File: src/rtl/draw_sprite_ext_if.sv
// +----------------------------------------------------------------------------+
// | Module : draw_sprite_ext_if                                                |
// | Desc   : VGA timing chain + sprite control + sprite ROM bus bundle.        |
// | Rev    : 1.0  initial release                                              |
// +----------------------------------------------------------------------------+
`default_nettype none

interface draw_sprite_ext_if #(
  parameter int ADDR_WIDTH = 14
);
  // upstream timing and colour
  logic [10:0]           hcount_in;
  logic                  hsync_in;
  logic                  hblnk_in;
  logic [10:0]           vcount_in;
  logic                  vsync_in;
  logic                  vblnk_in;
  logic [11:0]           rgb_in;
  // sprite controls
  logic                  visible;
  logic                  mirror;
  logic [10:0]           xpos;
  logic [10:0]           ypos;
  // sprite ROM
  logic [11:0]           rgb_pixel;
  logic [ADDR_WIDTH-1:0] pixel_addr;
  // downstream timing and colour
  logic [10:0]           hcount_out;
  logic                  hsync_out;
  logic                  hblnk_out;
  logic [10:0]           vcount_out;
  logic                  vsync_out;
  logic                  vblnk_out;
  logic [11:0]           rgb_out;
  logic                  frame_ended_out;

  modport master (
    output hcount_in, hsync_in, hblnk_in, vcount_in, vsync_in, vblnk_in, rgb_in,
    output visible, mirror, xpos, ypos, rgb_pixel,
    input  pixel_addr, hcount_out, hsync_out, hblnk_out, vcount_out,
    input  vsync_out, vblnk_out, rgb_out, frame_ended_out
  );

  modport slave (
    input  hcount_in, hsync_in, hblnk_in, vcount_in, vsync_in, vblnk_in, rgb_in,
    input  visible, mirror, xpos, ypos, rgb_pixel,
    output pixel_addr, hcount_out, hsync_out, hblnk_out, vcount_out,
    output vsync_out, vblnk_out, rgb_out, frame_ended_out
  );
endinterface

`default_nettype wire

File: src/rtl/draw_sprite_ext.sv
// +----------------------------------------------------------------------------+
// | Module : draw_sprite_ext                                                   |
// | Desc   : Arbitrary-size sprite overlay with colour key, mirroring and      |
// |          per-frame position latch; 2-cycle pipeline to the ROM and back.  |
// | Rev    : 1.0  initial release                                              |
// +----------------------------------------------------------------------------+
`default_nettype none

module draw_sprite_ext #(
  parameter int          SPR_W      = 128,
  parameter int          SPR_H      = 128,
  parameter int          ADDR_WIDTH = 14,
  parameter int          KEY_EN     = 1,
  parameter logic [11:0] KEY_COLOR  = 12'hF0F
) (
  input  logic            pclk,
  input  logic            rst,
  draw_sprite_ext_if.slave bus
);

  localparam logic [11:0]           c_spr_w    = 12'(SPR_W);
  localparam logic [11:0]           c_spr_h    = 12'(SPR_H);
  localparam logic [ADDR_WIDTH-1:0] c_row_step = ADDR_WIDTH'(SPR_W);
  localparam logic [ADDR_WIDTH-1:0] c_col_last = ADDR_WIDTH'(SPR_W - 1);

  // per-frame latched controls
  logic [10:0]           r_xpos_l;
  logic [10:0]           r_ypos_l;
  logic                  r_mirror_l;
  logic [ADDR_WIDTH-1:0] r_row_base;

  // stage 1
  logic [ADDR_WIDTH-1:0] r_pixel_addr;
  logic                  r_in_rect_d1;
  logic [11:0]           r_rgb_d1;
  logic [10:0]           r_hcount_d1;
  logic                  r_hsync_d1;
  logic                  r_hblnk_d1;
  logic [10:0]           r_vcount_d1;
  logic                  r_vsync_d1;
  logic                  r_vblnk_d1;

  // stage 2
  logic [11:0]           r_rgb_d2;
  logic [10:0]           r_hcount_d2;
  logic                  r_hsync_d2;
  logic                  r_hblnk_d2;
  logic [10:0]           r_vcount_d2;
  logic                  r_vsync_d2;
  logic                  r_vblnk_d2;
  logic                  r_frame_ended;

  logic                  w_frame_start;
  logic                  w_line_start;
  logic [10:0]           w_xpos_e;
  logic [10:0]           w_ypos_e;
  logic                  w_mirror_e;
  logic [11:0]           w_h12;
  logic [11:0]           w_v12;
  logic [11:0]           w_x12;
  logic [11:0]           w_y12;
  logic                  w_in_x;
  logic                  w_in_y;
  logic                  w_in_rect;
  logic [ADDR_WIDTH-1:0] w_row_base_nxt;
  logic [ADDR_WIDTH-1:0] w_row_base;
  logic [11:0]           w_col;
  logic [ADDR_WIDTH-1:0] w_col_a;
  logic [ADDR_WIDTH-1:0] w_offset;
  logic [ADDR_WIDTH-1:0] w_addr;
  logic                  w_key_hit;

  assign w_frame_start = (bus.hcount_in == 11'd0) && (bus.vcount_in == 11'd0);
  assign w_line_start  = (bus.hcount_in == 11'd0);

  // The (0,0) cycle already sees the new frame's controls.
  assign w_xpos_e   = w_frame_start ? bus.xpos   : r_xpos_l;
  assign w_ypos_e   = w_frame_start ? bus.ypos   : r_ypos_l;
  assign w_mirror_e = w_frame_start ? bus.mirror : r_mirror_l;

  assign w_h12 = {1'b0, bus.hcount_in};
  assign w_v12 = {1'b0, bus.vcount_in};
  assign w_x12 = {1'b0, w_xpos_e};
  assign w_y12 = {1'b0, w_ypos_e};

  assign w_in_x    = (w_h12 >= w_x12) && (w_h12 < (w_x12 + c_spr_w));
  assign w_in_y    = (w_v12 >= w_y12) && (w_v12 < (w_y12 + c_spr_h));
  assign w_in_rect = bus.visible && w_in_x && w_in_y;

  // Row base advances once per sprite row regardless of what was drawn,
  // so clipped or hidden pixels never skew later rows.
  always_comb begin
    w_row_base_nxt = r_row_base;
    if (w_v12 == w_y12) begin
      w_row_base_nxt = '0;
    end else if ((w_v12 > w_y12) && (w_v12 < (w_y12 + c_spr_h))) begin
      w_row_base_nxt = r_row_base + c_row_step;
    end
    if (w_frame_start) begin
      w_row_base_nxt = '0;
    end
  end

  // Pixel 0 of a line must already use that line's base.
  assign w_row_base = w_line_start ? w_row_base_nxt : r_row_base;

  assign w_col    = w_h12 - w_x12;
  assign w_col_a  = ADDR_WIDTH'(w_col);
  assign w_offset = w_mirror_e ? (c_col_last - w_col_a) : w_col_a;
  assign w_addr   = w_row_base + w_offset;

  assign w_key_hit = (KEY_EN != 0) && (bus.rgb_pixel == KEY_COLOR);

  always_ff @(posedge pclk) begin
    if (rst) begin
      r_xpos_l      <= '0;
      r_ypos_l      <= '0;
      r_mirror_l    <= 1'b0;
      r_row_base    <= '0;
      r_pixel_addr  <= '0;
      r_in_rect_d1  <= 1'b0;
      r_rgb_d1      <= '0;
      r_hcount_d1   <= '0;
      r_hsync_d1    <= 1'b0;
      r_hblnk_d1    <= 1'b0;
      r_vcount_d1   <= '0;
      r_vsync_d1    <= 1'b0;
      r_vblnk_d1    <= 1'b0;
      r_rgb_d2      <= '0;
      r_hcount_d2   <= '0;
      r_hsync_d2    <= 1'b0;
      r_hblnk_d2    <= 1'b0;
      r_vcount_d2   <= '0;
      r_vsync_d2    <= 1'b0;
      r_vblnk_d2    <= 1'b0;
      r_frame_ended <= 1'b0;
    end else begin
      if (w_frame_start) begin
        r_xpos_l   <= bus.xpos;
        r_ypos_l   <= bus.ypos;
        r_mirror_l <= bus.mirror;
      end
      if (w_line_start) begin
        r_row_base <= w_row_base_nxt;
      end

      r_pixel_addr <= w_in_rect ? w_addr : '0;
      r_in_rect_d1 <= w_in_rect;
      r_rgb_d1     <= bus.rgb_in;
      r_hcount_d1  <= bus.hcount_in;
      r_hsync_d1   <= bus.hsync_in;
      r_hblnk_d1   <= bus.hblnk_in;
      r_vcount_d1  <= bus.vcount_in;
      r_vsync_d1   <= bus.vsync_in;
      r_vblnk_d1   <= bus.vblnk_in;

      r_rgb_d2    <= (r_in_rect_d1 && !w_key_hit) ? bus.rgb_pixel : r_rgb_d1;
      r_hcount_d2 <= r_hcount_d1;
      r_hsync_d2  <= r_hsync_d1;
      r_hblnk_d2  <= r_hblnk_d1;
      r_vcount_d2 <= r_vcount_d1;
      r_vsync_d2  <= r_vsync_d1;
      r_vblnk_d2  <= r_vblnk_d1;
      // Rises in the same cycle vsync_out does; r_vsync_d2 is its previous value.
      r_frame_ended <= r_vsync_d1 && !r_vsync_d2;
    end
  end

  assign bus.pixel_addr      = r_pixel_addr;
  assign bus.rgb_out         = r_rgb_d2;
  assign bus.hcount_out      = r_hcount_d2;
  assign bus.hsync_out       = r_hsync_d2;
  assign bus.hblnk_out       = r_hblnk_d2;
  assign bus.vcount_out      = r_vcount_d2;
  assign bus.vsync_out       = r_vsync_d2;
  assign bus.vblnk_out       = r_vblnk_d2;
  assign bus.frame_ended_out = r_frame_ended;

endmodule

`default_nettype wire

File: src/flat_wrapper.sv
// flat-port wrapper written by rule: the top's interface ports become plain ports
module draw_sprite_ext_flat 
#(
  parameter int          SPR_W      = 128,
  parameter int          SPR_H      = 128,
  parameter int          ADDR_WIDTH = 14,
  parameter int          KEY_EN     = 1,
  parameter logic [11:0] KEY_COLOR  = 12'hF0F
)
  (pclk, rst, bus_hcount_in, bus_hsync_in, bus_hblnk_in, bus_vcount_in, bus_vsync_in, bus_vblnk_in, bus_rgb_in, bus_visible, bus_mirror, bus_xpos, bus_ypos, bus_rgb_pixel, bus_pixel_addr, bus_hcount_out, bus_hsync_out, bus_hblnk_out, bus_vcount_out, bus_vsync_out, bus_vblnk_out, bus_rgb_out, bus_frame_ended_out);
  draw_sprite_ext_if #(.ADDR_WIDTH(ADDR_WIDTH)) bus_i ();
  input  logic pclk;
  input  logic rst;
  input wire logic [$bits(bus_i.hcount_in)-1:0] bus_hcount_in;
  input wire logic [$bits(bus_i.hsync_in)-1:0] bus_hsync_in;
  input wire logic [$bits(bus_i.hblnk_in)-1:0] bus_hblnk_in;
  input wire logic [$bits(bus_i.vcount_in)-1:0] bus_vcount_in;
  input wire logic [$bits(bus_i.vsync_in)-1:0] bus_vsync_in;
  input wire logic [$bits(bus_i.vblnk_in)-1:0] bus_vblnk_in;
  input wire logic [$bits(bus_i.rgb_in)-1:0] bus_rgb_in;
  input wire logic [$bits(bus_i.visible)-1:0] bus_visible;
  input wire logic [$bits(bus_i.mirror)-1:0] bus_mirror;
  input wire logic [$bits(bus_i.xpos)-1:0] bus_xpos;
  input wire logic [$bits(bus_i.ypos)-1:0] bus_ypos;
  input wire logic [$bits(bus_i.rgb_pixel)-1:0] bus_rgb_pixel;
  output wire logic [$bits(bus_i.pixel_addr)-1:0] bus_pixel_addr;
  output wire logic [$bits(bus_i.hcount_out)-1:0] bus_hcount_out;
  output wire logic [$bits(bus_i.hsync_out)-1:0] bus_hsync_out;
  output wire logic [$bits(bus_i.hblnk_out)-1:0] bus_hblnk_out;
  output wire logic [$bits(bus_i.vcount_out)-1:0] bus_vcount_out;
  output wire logic [$bits(bus_i.vsync_out)-1:0] bus_vsync_out;
  output wire logic [$bits(bus_i.vblnk_out)-1:0] bus_vblnk_out;
  output wire logic [$bits(bus_i.rgb_out)-1:0] bus_rgb_out;
  output wire logic [$bits(bus_i.frame_ended_out)-1:0] bus_frame_ended_out;
  assign bus_i.hcount_in = bus_hcount_in;
  assign bus_i.hsync_in = bus_hsync_in;
  assign bus_i.hblnk_in = bus_hblnk_in;
  assign bus_i.vcount_in = bus_vcount_in;
  assign bus_i.vsync_in = bus_vsync_in;
  assign bus_i.vblnk_in = bus_vblnk_in;
  assign bus_i.rgb_in = bus_rgb_in;
  assign bus_i.visible = bus_visible;
  assign bus_i.mirror = bus_mirror;
  assign bus_i.xpos = bus_xpos;
  assign bus_i.ypos = bus_ypos;
  assign bus_i.rgb_pixel = bus_rgb_pixel;
  assign bus_pixel_addr = bus_i.pixel_addr;
  assign bus_hcount_out = bus_i.hcount_out;
  assign bus_hsync_out = bus_i.hsync_out;
  assign bus_hblnk_out = bus_i.hblnk_out;
  assign bus_vcount_out = bus_i.vcount_out;
  assign bus_vsync_out = bus_i.vsync_out;
  assign bus_vblnk_out = bus_i.vblnk_out;
  assign bus_rgb_out = bus_i.rgb_out;
  assign bus_frame_ended_out = bus_i.frame_ended_out;
  draw_sprite_ext #(.SPR_W(SPR_W), .SPR_H(SPR_H), .ADDR_WIDTH(ADDR_WIDTH), .KEY_EN(KEY_EN), .KEY_COLOR(KEY_COLOR)) u_core (.pclk(pclk), .rst(rst), .bus(bus_i));
endmodule
File: config.mk
export PLATFORM = sky130hd
export DESIGN_NAME = draw_sprite_ext_flat
export DESIGN_NICKNAME = d
export VERILOG_FILES = /design/src/rtl/draw_sprite_ext_if.sv /design/src/rtl/draw_sprite_ext.sv /design/src/flat_wrapper.sv
export SDC_FILE = /design/constraint.sdc
export NUM_CORES = 1
export LEC_CHECK = 0
export BUFFER_PORTS_ARGS = -buffer_cell sky130_fd_sc_hd__buf_4
export CAP_MARGIN = 25
export CORE_MARGIN = 3
export CORE_UTILIZATION = 35
export DETAILED_ROUTE_END_ITERATION = 12
export GPL_ROUTABILITY_DRIVEN = 0
export GPL_TIMING_DRIVEN = 0
export PLACE_DENSITY = 0.58
export SLEW_MARGIN = 10
export SYNTH_ARGS = -nofsm -noshare
export SYNTH_HDL_FRONTEND = slang
export SYNTH_SLANG_ARGS = --single-unit
File: constraint.sdc
create_clock -name pclk -period 5.3 [get_ports pclk]
set_clock_uncertainty 0.1 [all_clocks]
set_input_delay 0.795 -clock pclk [delete_from_list [all_inputs] [get_ports pclk]]
set_output_delay 0.795 -clock pclk [all_outputs]
set_load 0.03 [all_outputs]
=== Word level (Yosys, flattened, before mapping) ===
Cells that the tools add are included.

* Output and inout port bits: 53
* Register bits: 129
* Input bits: 76

* Bitwise logic cells: 1
* Add/subtract/negate cells: 6
* Reductions and logical operators: 13
* Multiplexer cells: 9
* $lt $le $gt $ge: 5
* Equality and inequality tests: 2

{| class="wikitable"
|+ Operators with widths
! kind !! number
|-
| $mux W14 || 5
|-
| $add A11 B8 Y12 const B || 2
|-
| $lt A11 B12 Y1 || 2
|-
| $ge A11 B11 Y1 || 2
|-
| $logic_not A11 Y1 || 2
|-
| $mux W11 || 2
|-
| $add A14 B14 Y14 || 1
|-
| $add A14 B8 Y14 const B || 1
|-
| $sub A7 B12 Y13 const A || 1
|-
| $eq A12 B12 Y1 const B || 1
|-
| $mux W12 || 1
|-
| $sub A11 B11 Y12 || 1
|-
| $eq A11 B11 Y1 || 1
|-
| $gt A11 B11 Y1 || 1
|-
| $logic_and A1 B1 Y1 || 8
|-
| $logic_not A1 Y1 || 2
|-
| $reduce_or A2 Y1 || 1
|-
| $mux W1 || 1
|-
| $not A1 Y1 || 1
|}

=== Logic depth before layout (Yosys ltp) ===
Gate-level depths: netlist (run 1).

* Depth after elaboration: 11
* Gate-level depth with buffers: 22
* Gate-level depth less buffers: 21

=== Least setup slack after synthesis (run 1) ===
OpenSTA, ideal clock, no wires.

* Path kind: input to register
* Start: in bus_hcount_in[5]
* End: reg u_core.r_pixel_addr[12] (netlist: u_core.bus.pixel_addr[12])
* Data arrival time: 5.221 ns
* Stages: 21
* Slack: -0.139 ns
* Path buffers: 2
* Data required time: 5.082 ns
* Cell sequence: nor4_2 -> nand3_1 -> nor2_4 -> buf_2 -> buf_2 -> mux2i_1 -> ha_1 -> nor2b_1 -> o31a_1 -> o211ai_1 -> xnor2_1 -> ha_1 -> nor2_1 -> a21oi_1 -> ha_1 -> and2_1 -> o21ai_0 -> o31ai_1 -> o41ai_1 -> xor2_1 -> nor2_1

* Longest elaborated chain between the ends: 11
* Elaborated cells between the ends (all ways): 28
* Classes of those cells: add/sub (5); order compare (5); eq/ne (1); mux (8); bitwise (1); reduce/logical (8)

{| class="wikitable"
|+ Ends and longest elaborated chain
! element !! RTL line !! text
|-
| from (decl) || flat_wrapper.sv:14 || <nowiki>input wire logic [$bits(bus_i.hcount_in)-1:0] bus_hcount_in;</nowiki>
|-
| $logic_not A11 Y1 || draw_sprite_ext.sv:73, draw_sprite_ext.sv:74 ||
|-
| $logic_and A1 B1 Y1 || draw_sprite_ext.sv:73 || <nowiki>assign w_frame_start = (bus.hcount_in == 11'd0) && (bus.vcount_in == 11'd0);</nowiki>
|-
| $mux W11 || -- ||
|-
| $add A11 B8 Y12 || draw_sprite_ext.sv:87, draw_sprite_ext.sv:96 ||
|-
| $lt A11 B12 Y1 || draw_sprite_ext.sv:87, draw_sprite_ext.sv:96 ||
|-
| $logic_and A1 B1 Y1 || draw_sprite_ext.sv:96 || <nowiki>end else if ((w_v12 > w_y12) && (w_v12 < (w_y12 + c_spr_h))) begin</nowiki>
|-
| $mux W14 || draw_sprite_ext.sv:96 ||
|-
| $mux W14 || draw_sprite_ext.sv:94 || <nowiki>if (w_v12 == w_y12) begin</nowiki>
|-
| $mux W14 || draw_sprite_ext.sv:99 || <nowiki>if (w_frame_start) begin</nowiki>
|-
| $mux W14 || draw_sprite_ext.sv:105 || <nowiki>assign w_row_base = w_line_start ? w_row_base_nxt : r_row_base;</nowiki>
|-
| $add A14 B14 Y14 || draw_sprite_ext.sv:110 || <nowiki>assign w_addr = w_row_base + w_offset;</nowiki>
|-
| to (signal assigned) || draw_sprite_ext.sv:147 || <nowiki>r_pixel_addr <= w_in_rect ? w_addr : '0;</nowiki>
|-
| to (decl) || draw_sprite_ext.sv:33 || <nowiki>logic [ADDR_WIDTH-1:0] r_pixel_addr;</nowiki>
|}

Several ways; a longest one is shown, not always the timed one.
A chain may end at the register's enable or synchronous reset.

=== Worst setup path in the final report (run 1) ===
* Start: in bus_hcount_in[0]
* End: reg u_core.r_pixel_addr[13] (netlist: u_core.bus.pixel_addr[13])

* Longest elaborated chain between the ends: 11
* Elaborated cells between the ends (all ways): 28
* Classes of those cells: add/sub (5); order compare (5); eq/ne (1); mux (8); bitwise (1); reduce/logical (8)

{| class="wikitable"
|+ Ends and longest elaborated chain
! element !! RTL line !! text
|-
| $logic_not A11 Y1 * || draw_sprite_ext.sv:73 ||
|-
| $logic_and A1 B1 Y1 * || draw_sprite_ext.sv:73 ||
|-
| $mux W11 * || -- ||
|-
| via u_core.w_ypos_e[7] || draw_sprite_ext.sv:56 || <nowiki>logic [10:0] w_ypos_e;</nowiki>
|-
| $add A11 B8 Y12 || draw_sprite_ext.sv:96 ||
|-
| $lt A11 B12 Y1 || draw_sprite_ext.sv:96 ||
|-
| $logic_and A1 B1 Y1 || draw_sprite_ext.sv:96 ||
|-
| $mux W14 || draw_sprite_ext.sv:96 ||
|-
| $mux W14 * || draw_sprite_ext.sv:94 ||
|-
| $mux W14 * || draw_sprite_ext.sv:99 ||
|-
| $mux W14 * || draw_sprite_ext.sv:105 ||
|-
| via u_core.w_row_base[7] || draw_sprite_ext.sv:66 || <nowiki>logic [ADDR_WIDTH-1:0] w_row_base;</nowiki>
|-
| $add A14 B14 Y14 * || draw_sprite_ext.sv:110 ||
|}

Mark *: on every way through the listed nets, which the timed path passes. The rest lies on a longest branch.

==> flow_metrics.py, run 1 <==
metrics = {
    "die": {
        "fp-row-count": 46,
        "io_pins": 129,
        "start_util": 0.365,
        "dieWidth_um": 136,
        "die-height_um": 136,
        "dieArea_um2": 18500,
        "core_um2": 16200,
    },
    "timing": {
        "maxSlewViolCount": 0,
        "setup_violations": 0,
        "maxSlewHeadroom": 0.568,
        "period_minus_slack_ns": 5.17,
        "post-route-period-util": 0.976,
        "finalHoldViolations": 0,
        "rsz0062_at_grt": "true",
        "timing.fmax_ghz": 0.193,
        "worst_pin_slew_ns": 0.648,
        "fin_setup_tns_ns": 0,
    },
    "placement": {
        "place_inst": 959,
        "dp_hpwl_um": 11500,
        "io_buffers": 127,
    },
    "final_layout": {
        "nets": 893,
        "most-common-layout-cells": "132 x buf_4, 129 x dfxtp_1, 82 x nor2_1, 76 x nor2b_1, 47 x ha_1",
        "final_cells": 996,
        "n_antenna_cell": 0,
        "fillers": 1526,
        "areaGrowthSynthToFinish_pct": 33.5,
        "layout_commonest_cell": "buf_4",
        "drive_above_1_share": 0.253,
    },
    "global_routing": {
        "antenna_found_initial": 0,
        "grtUsageTotal": 0.161,
        "grt_overflow": 0,
        "grt_pass1_wl_um": 23200,
        "grt_pass1_vias": 4712,
        "grt_max_degree": 17,
    },
    "route": {
        "drt_pre_antenna_iters": 4,
        "drt_wl_total_um": 14900,
        "remaining_drc_errors": 0,
        "drtIter0Drc": 135,
        "wl_per_cell_um": 14.9,
        "vias_per_cell": 4.71,
        "via_count": 4694,
        "ant_nets": 0,
    },
    "clocking": {
        "hold_buffers": 0,
        "cts_tree": "built",
        "cts_sinks": 129,
        "path_clk_slew_ns": 0.06,
        "clk_path_buf_depth": 2,
        "h-tree-depth": 4,
        "clk_latency_ns": 0.42,
        "numCtsBuffers": 17,
        "clock-root-buffer": "clkbuf_16",
    },
    "synthesis": {
        "synth_edf_count": 0,
        "synth_area_um2": 5910,
        "avgSynthCellArea_um2": 9.59,
        "synth-seq-area-share": 0.437,
        "synth_nets": 741,
        "synth_top_area_cell": "dfxtp_1",
        "synth_flop_cell": "dfxtp_1",
        "synth_cell_types": 59,
        "synthArstFlopShare": 0,
        "netlist_top_cells_area": "dfxtp_1 44%, ha_1 10%, nor2b_1 8.0%, mux2i_1 5.8%, nor2_1 5.2%",
        "synth_warnings": 0,
        "syn_inst": 616,
        "synth-seq-cells": 129,
        "synth_top_area_share": 0.437,
    },
    "power_and_ir_drop": {
        "p_per_area_nw_per_um2": 300,
        "p_leak_nw": 3.48,
        "vdd_drop_max_v": 0.000233,
        "power.total_mw": 2.37,
    },
    "critical_path": {
        "endpoint_kind": "register",
        "crit_path_max_fanout": 8,
        "crit_path_start_kind": "input port",
        "required_ns": 5.55,
        "crit_arrival_ns": 5.42,
        "critPathKind": "input port to register",
    },
    "job": {
        "cap_violations": 0,
    },
    "run_status": {
        "status": "complete, no violations",
    },
    "worst_hold_path": {
        "hold_path.class": "register to register",
    },
}
## final cells by class
type	instances	area (um^2)	share of cell area
inverter	21	78.8	0.00999
sequential	129	2580	0.327
buffer	19	91.3	0.0116
clock inverter	12	110	0.0140
tap	216	270	0.0343
multi-input combinational	447	3300	0.418
timing repair buffer	133	1000	0.127
clock buffer	19	453	0.0574
## report_power, final
| group | internal (mW) | leakage [nW] | switching (mW) |
|---|---|---|---|
| combinational | 0.117 | 2.14 | 0.143 |
| sequential | 0.999 | 1.06 | 0.00682 |
| clock | 0.668 | 0.279 | 0.433 |
## synthesized netlist by cell type, types with 3 or more instances
| master | number |
|---|---|
| clkbuf_1 | 15 |
| a21o_1 | 8 |
| nor2_1 | 82 |
| nor2b_1 | 76 |
| a21oi_1 | 19 |
| nand2_1 | 17 |
| nor4_1 | 4 |
| ha_1 | 47 |
| o21a_1 | 6 |
| inv_1 | 20 |
| a2111oi_0 | 3 |
| and3_1 | 7 |
| dfxtp_1 | 129 |
| o21ai_0 | 6 |
| o31ai_1 | 3 |
| nand3_1 | 10 |
| buf_2 | 3 |
| o21ai_1 | 7 |
| nor3_1 | 16 |
| a211oi_1 | 5 |
| nand4_1 | 4 |
| and2_1 | 11 |
| mux2i_1 | 34 |
| xor2_1 | 15 |
| xnor2_1 | 20 |
| or3_1 | 3 |
| nand2b_1 | 6 |
## cells by family (layout without fill, tap and decap cells)
logic type      Yosys count  count (layout)  share of synthesized area
compound gates           77              77                     0.0942
fa+ha+maj                49              49                      0.106
flops                   129             129                      0.437
buf+inv                  40             204                     0.0260
xor+xnor                 35              35                     0.0519
mux                      36              36                     0.0614
simple gates            250             250                      0.223
## metrics by stage
step / util / setup slack (ns) / area (um^2) / hold WS [ns]
after floorplan: - / 0.0103 / 5910 / 0.314
after global placement: 0.441 / -1.01 / 7140 / 0.303
after detailed placement: 0.441 / -1.12 / 7140 / 0.318
after CTS: 0.480 / 0.00951 / 7760 / 0.326
after global routing: 0.488 / -0.112 / 7890 / 0.354
final: 0.488 / 0.128 / 7890 / 0.322
## critical path, cell delays in order
cell      delay, ns
buf_4          0.12
nor4_4         0.33
nand3_2        0.17
nor2_4         0.16
buf_6          0.18
mux2i_4        0.29
inv_1          0.11
ha_1           0.24
xor2_1         0.17
ha_1           0.31
o21a_1         0.12
o21a_1         0.16
o22a_1         0.21
a211o_4        0.39
xor2_2         0.17
nor2_1         0.08
ha_1           0.36
nor3_2         0.16
nor2_1         0.08
a41o_1         0.26
a31o_2         0.25
nand3b_1       0.15
mux2i_1        0.14
## sequential cells by signal, indices dropped and copies added, names as in the netlist, 11 cells and up
name / flops
u_core.bus.hcount_out: 11
u_core.bus.pixel_addr: 14
u_core.bus.rgb_out: 12
u_core.bus.vcount_out: 11
u_core.r_hcount_d1: 11
u_core.r_rgb_d1: 12
u_core.r_row_base: 14
u_core.r_vcount_d1: 11
u_core.r_xpos_l: 11
u_core.r_ypos_l: 11
## path summary, 6_finish.rpt
check,from,slack [ns],endpoint,cells past startpoint
setup / recovery,bus_hcount_in[0],0.13,u_core.bus.pixel_addr[13]$_SDFF_PP0_,23
hold / removal,u_core.bus.vsync_out$_SDFF_PP0_,0.32,u_core.bus.frame_ended_out$_SDFF_PP0_,1
setup reg to reg,u_core.r_ypos_l[7]$_SDFF_PP0_,1.25,u_core.bus.pixel_addr[13]$_SDFF_PP0_,18
hold reg to reg,u_core.bus.vsync_out$_SDFF_PP0_,0.32,u_core.bus.frame_ended_out$_SDFF_PP0_,1
## layer usage
layer,routed length (um),global-route usage,up-vias
met5,0,0,-
met4,225,0.0594,0
met3,757,0.0440,19
met2,7060,0.266,107
met1,6840,0.201,2161
li1,-,-,2407
## repair_timing
item,CTS,global route
gates resized for setup,10,18
setup endpoints to repair,7,5
setup buffers,1,5
pin swaps,1,6
Note: power is estimated with default switching activity, not from simulation.
==> run 2: changes to the inputs <==
--- a/config.mk
+++ b/config.mk
@@ -13,6 +13,7 @@
 export GPL_ROUTABILITY_DRIVEN = 0
 export GPL_TIMING_DRIVEN = 0
 export PLACE_DENSITY = 0.58
+export SETUP_SLACK_MARGIN = 0.4
 export SLEW_MARGIN = 10
 export SYNTH_ARGS = -nofsm -noshare
 export SYNTH_HDL_FRONTEND = slang
==> constraint.sdc (replaced) <==
create_clock -name pclk -period 5.3 [get_ports pclk]
set_clock_uncertainty 0.1 [all_clocks]
set_input_delay 1.06 -clock pclk [delete_from_list [all_inputs] [get_ports pclk]]
set_output_delay 1.06 -clock pclk [all_outputs]
set_load 0.03 [all_outputs]
==> run 2 against run 1 <==
Against the previous run: sequential share of layout area is 3.0 points lower; first-iteration DRC count grew 3.0%; design area up 10%; non-clock buffer count increased by 31; worst hold slack improved by 0.0074 ns; final cell count grew 3.2%; setup slack lost 0.026 ns; total power is 3.9% higher; critical path type unchanged; critical endpoint is now u_core.bus.pixel_addr[12]$_SDFF_PP0_; largest cell class unchanged; largest power group unchanged.
==> flow_metrics.py, run 2 (synthesized netlist as in run 1, its figures left out) <==
metrics = {
    "global_routing": {
        "grt_overflow": 0,
        "grt_pass1_wl_um": 24500,
        "grt_pass1_vias": 4877,
        "grtUsageTotal": 0.171,
        "antenna_found_initial": 0,
        "grt_max_degree": 17,
    },
    "clocking": {
        "h-tree-depth": 4,
        "numCtsBuffers": 17,
        "cts_tree": "built",
        "clk_latency_ns": 0.42,
        "hold_buffers": 0,
        "cts_sinks": 129,
        "clk_path_buf_depth": 2,
        "clock-root-buffer": "clkbuf_16",
        "path_clk_slew_ns": 0.06,
    },
    "route": {
        "ant_nets": 0,
        "remaining_drc_errors": 0,
        "via_count": 4827,
        "wl_per_cell_um": 15.5,
        "vias_per_cell": 4.70,
        "drtIter0Drc": 139,
        "drt_wl_total_um": 15900,
        "drt_pre_antenna_iters": 5,
    },
    "run_status": {
        "status": "complete, no violations",
    },
    "die": {
        "dieWidth_um": 136,
        "fp-row-count": 46,
        "io_pins": 129,
        "die-height_um": 136,
        "dieArea_um2": 18500,
        "core_um2": 16200,
        "start_util": 0.365,
    },
    "power_and_ir_drop": {
        "vdd_drop_max_v": 0.000222,
        "p_leak_nw": 3.71,
        "power.total_mw": 2.46,
        "p_per_area_nw_per_um2": 283,
    },
    "timing": {
        "rsz0062_at_grt": "true",
        "post-route-period-util": 0.981,
        "worst_slack_ns": 0.102,
        "maxSlewHeadroom": 0.558,
        "timing.fmax_ghz": 0.192,
        "finalHoldViolations": 0,
        "setup_violations": 0,
        "period_minus_slack_ns": 5.20,
        "maxSlewViolCount": 0,
        "worst_pin_slew_ns": 0.663,
    },
    "critical_path": {
        "endpoint": "u_core.bus.pixel_addr[12]$_SDFF_PP0_",
        "crit_path_max_fanout": 7,
        "startpoint": "bus_hcount_in[1]",
        "crit_arrival_ns": 5.41,
        "endpoint_kind": "register",
        "rr_startpoint": "u_core.r_ypos_l[7]$_SDFF_PP0_",
        "crit_path_start_kind": "input port",
        "required_ns": 5.51,
        "reg2reg_depth": 18,
        "critPathKind": "input port to register",
        "ff2ff_setup_slack_ns": 1.42,
        "reg2reg_to": "u_core.bus.pixel_addr[12]$_SDFF_PP0_",
    },
    "placement": {
        "dp_hpwl_um": 11600,
        "io_buffers": 127,
        "pre_cts_slack_ns": -0.873,
    },
    "final_layout": {
        "areaGrowthSynthToFinish_pct": 47.2,
        "most-common-layout-cells": "153 x buf_4, 129 x dfxtp_1, 75 x nor2b_1, 74 x nor2_1, 38 x ha_1",
        "drive_above_1_share": 0.347,
        "nets": 924,
        "fillers": 1444,
        "layout_commonest_cell": "buf_4",
        "n_antenna_cell": 0,
    },
    "worst_hold_path": {
        "hold_path.class": "register to register",
        "min_from": "u_core.bus.vsync_out$_SDFF_PP0_",
    },
    "job": {
        "cap_violations": 0,
    },
}
==> run 2: cell types whose count changed in the layout (fill, tap and decap cells not counted), moves of 5 or more <==
| cell | previous run | this run |
|---|---|---|
| nor2_2 | 0 | 5 |
| ha_4 | 0 | 8 |
| mux2i_4 | 2 | 10 |
| ha_1 | 47 | 38 |
| mux2i_1 | 28 | 20 |
| buf_4 | 132 | 153 |
| nor2_1 | 82 | 74 |
==> run 2: worst min-delay path by stage <==
stage          slack [ns]                                    end  cells past startpoint
2_1_floorplan        0.31        u_core.bus.hblnk_out$_SDFF_PP0_                      1
3_3_place_gp         0.30  u_core.bus.frame_ended_out$_SDFF_PP0_                      1
3_5_place_dp         0.32    u_core.bus.hcount_out[8]$_SDFF_PP0_                      1
4_1_cts              0.33  u_core.bus.frame_ended_out$_SDFF_PP0_                      1
5_1_grt              0.35       u_core.bus.rgb_out[4]$_SDFF_PP0_                      2
6_report             0.33  u_core.bus.frame_ended_out$_SDFF_PP0_                      1
==> run 2: area by class of cell <==
| cell class | count | area, um^2 | share of cell area |
|---|---|---|---|
| Timing Repair Buffer | 164 | 1310 | 0.151 |
| Sequential cell | 129 | 2580 | 0.297 |
| Buffer | 19 | 106 | 0.0122 |
| Inverter | 21 | 78.8 | 0.00906 |
| Clock buffer | 18 | 429 | 0.0494 |
| Clock inverter | 14 | 155 | 0.0178 |
| Tap cell | 216 | 270 | 0.0311 |
| Multi-Input combinational cell | 447 | 3760 | 0.432 |
==> run 2: through the flow <==
| step | area [um^2] | cells | hold WS, ns | util | setup TNS, ns |
|---|---|---|---|---|---|
| after floorplan | 6050 | 616 | 0.314 | - | -0.0216 |
| after global placement | 7270 | 959 | 0.305 | 0.449 | -3.29 |
| after detailed placement | 7270 | 959 | 0.320 | 0.449 | -3.95 |
| after CTS | 8420 | 1018 | 0.331 | 0.520 | 0 |
| after global routing | 8700 | 1028 | 0.345 | 0.538 | -0.141 |
| final | 8700 | 1028 | 0.330 | 0.538 | 0 |
==> run 2: metal layers <==
layer | up-vias | GRT usage | share of wire | wire length, um
met5 | - | 0 | 0 | 0
met4 | 0 | 0.0577 | 0.016 | 257
met3 | 18 | 0.0422 | 0.045 | 718
met2 | 100 | 0.293 | 0.48 | 7710
met1 | 2234 | 0.212 | 0.45 | 7230
li1 | 2475 | - | - | -
==> run 2: critical path, cell delays in order <==
cell and delay [ns]:
buf_8 0.10, nor4_4 0.31, nand3_2 0.16, nor2_4 0.16, buf_12 0.15, buf_12 0.10, mux2i_4 0.22, inv_2 0.06
ha_4 0.16, xor2_1 0.15, ha_1 0.29, o21a_1 0.11, o21a_1 0.16, o22a_1 0.18, a211o_4 0.42, mux2i_4 0.21
nor2_2 0.15, ha_4 0.23, and2_1 0.16, o21ai_2 0.16, o31ai_4 0.10, o41ai_2 0.31, xor2_1 0.20, nor2_1 0.06
==> run 2: what timing repair did <==
action,in CTS,in global routing
cloned,1,0
resized for setup,58,37
pin swaps,30,27
setup buffers,26,10
setup endpoints to repair,8,12
==> run 2: power breakdown <==
group / switching (mW) / internal, mW
sequential: 0.00687 / 0.998
clock: 0.456 / 0.698
combinational: 0.161 / 0.138
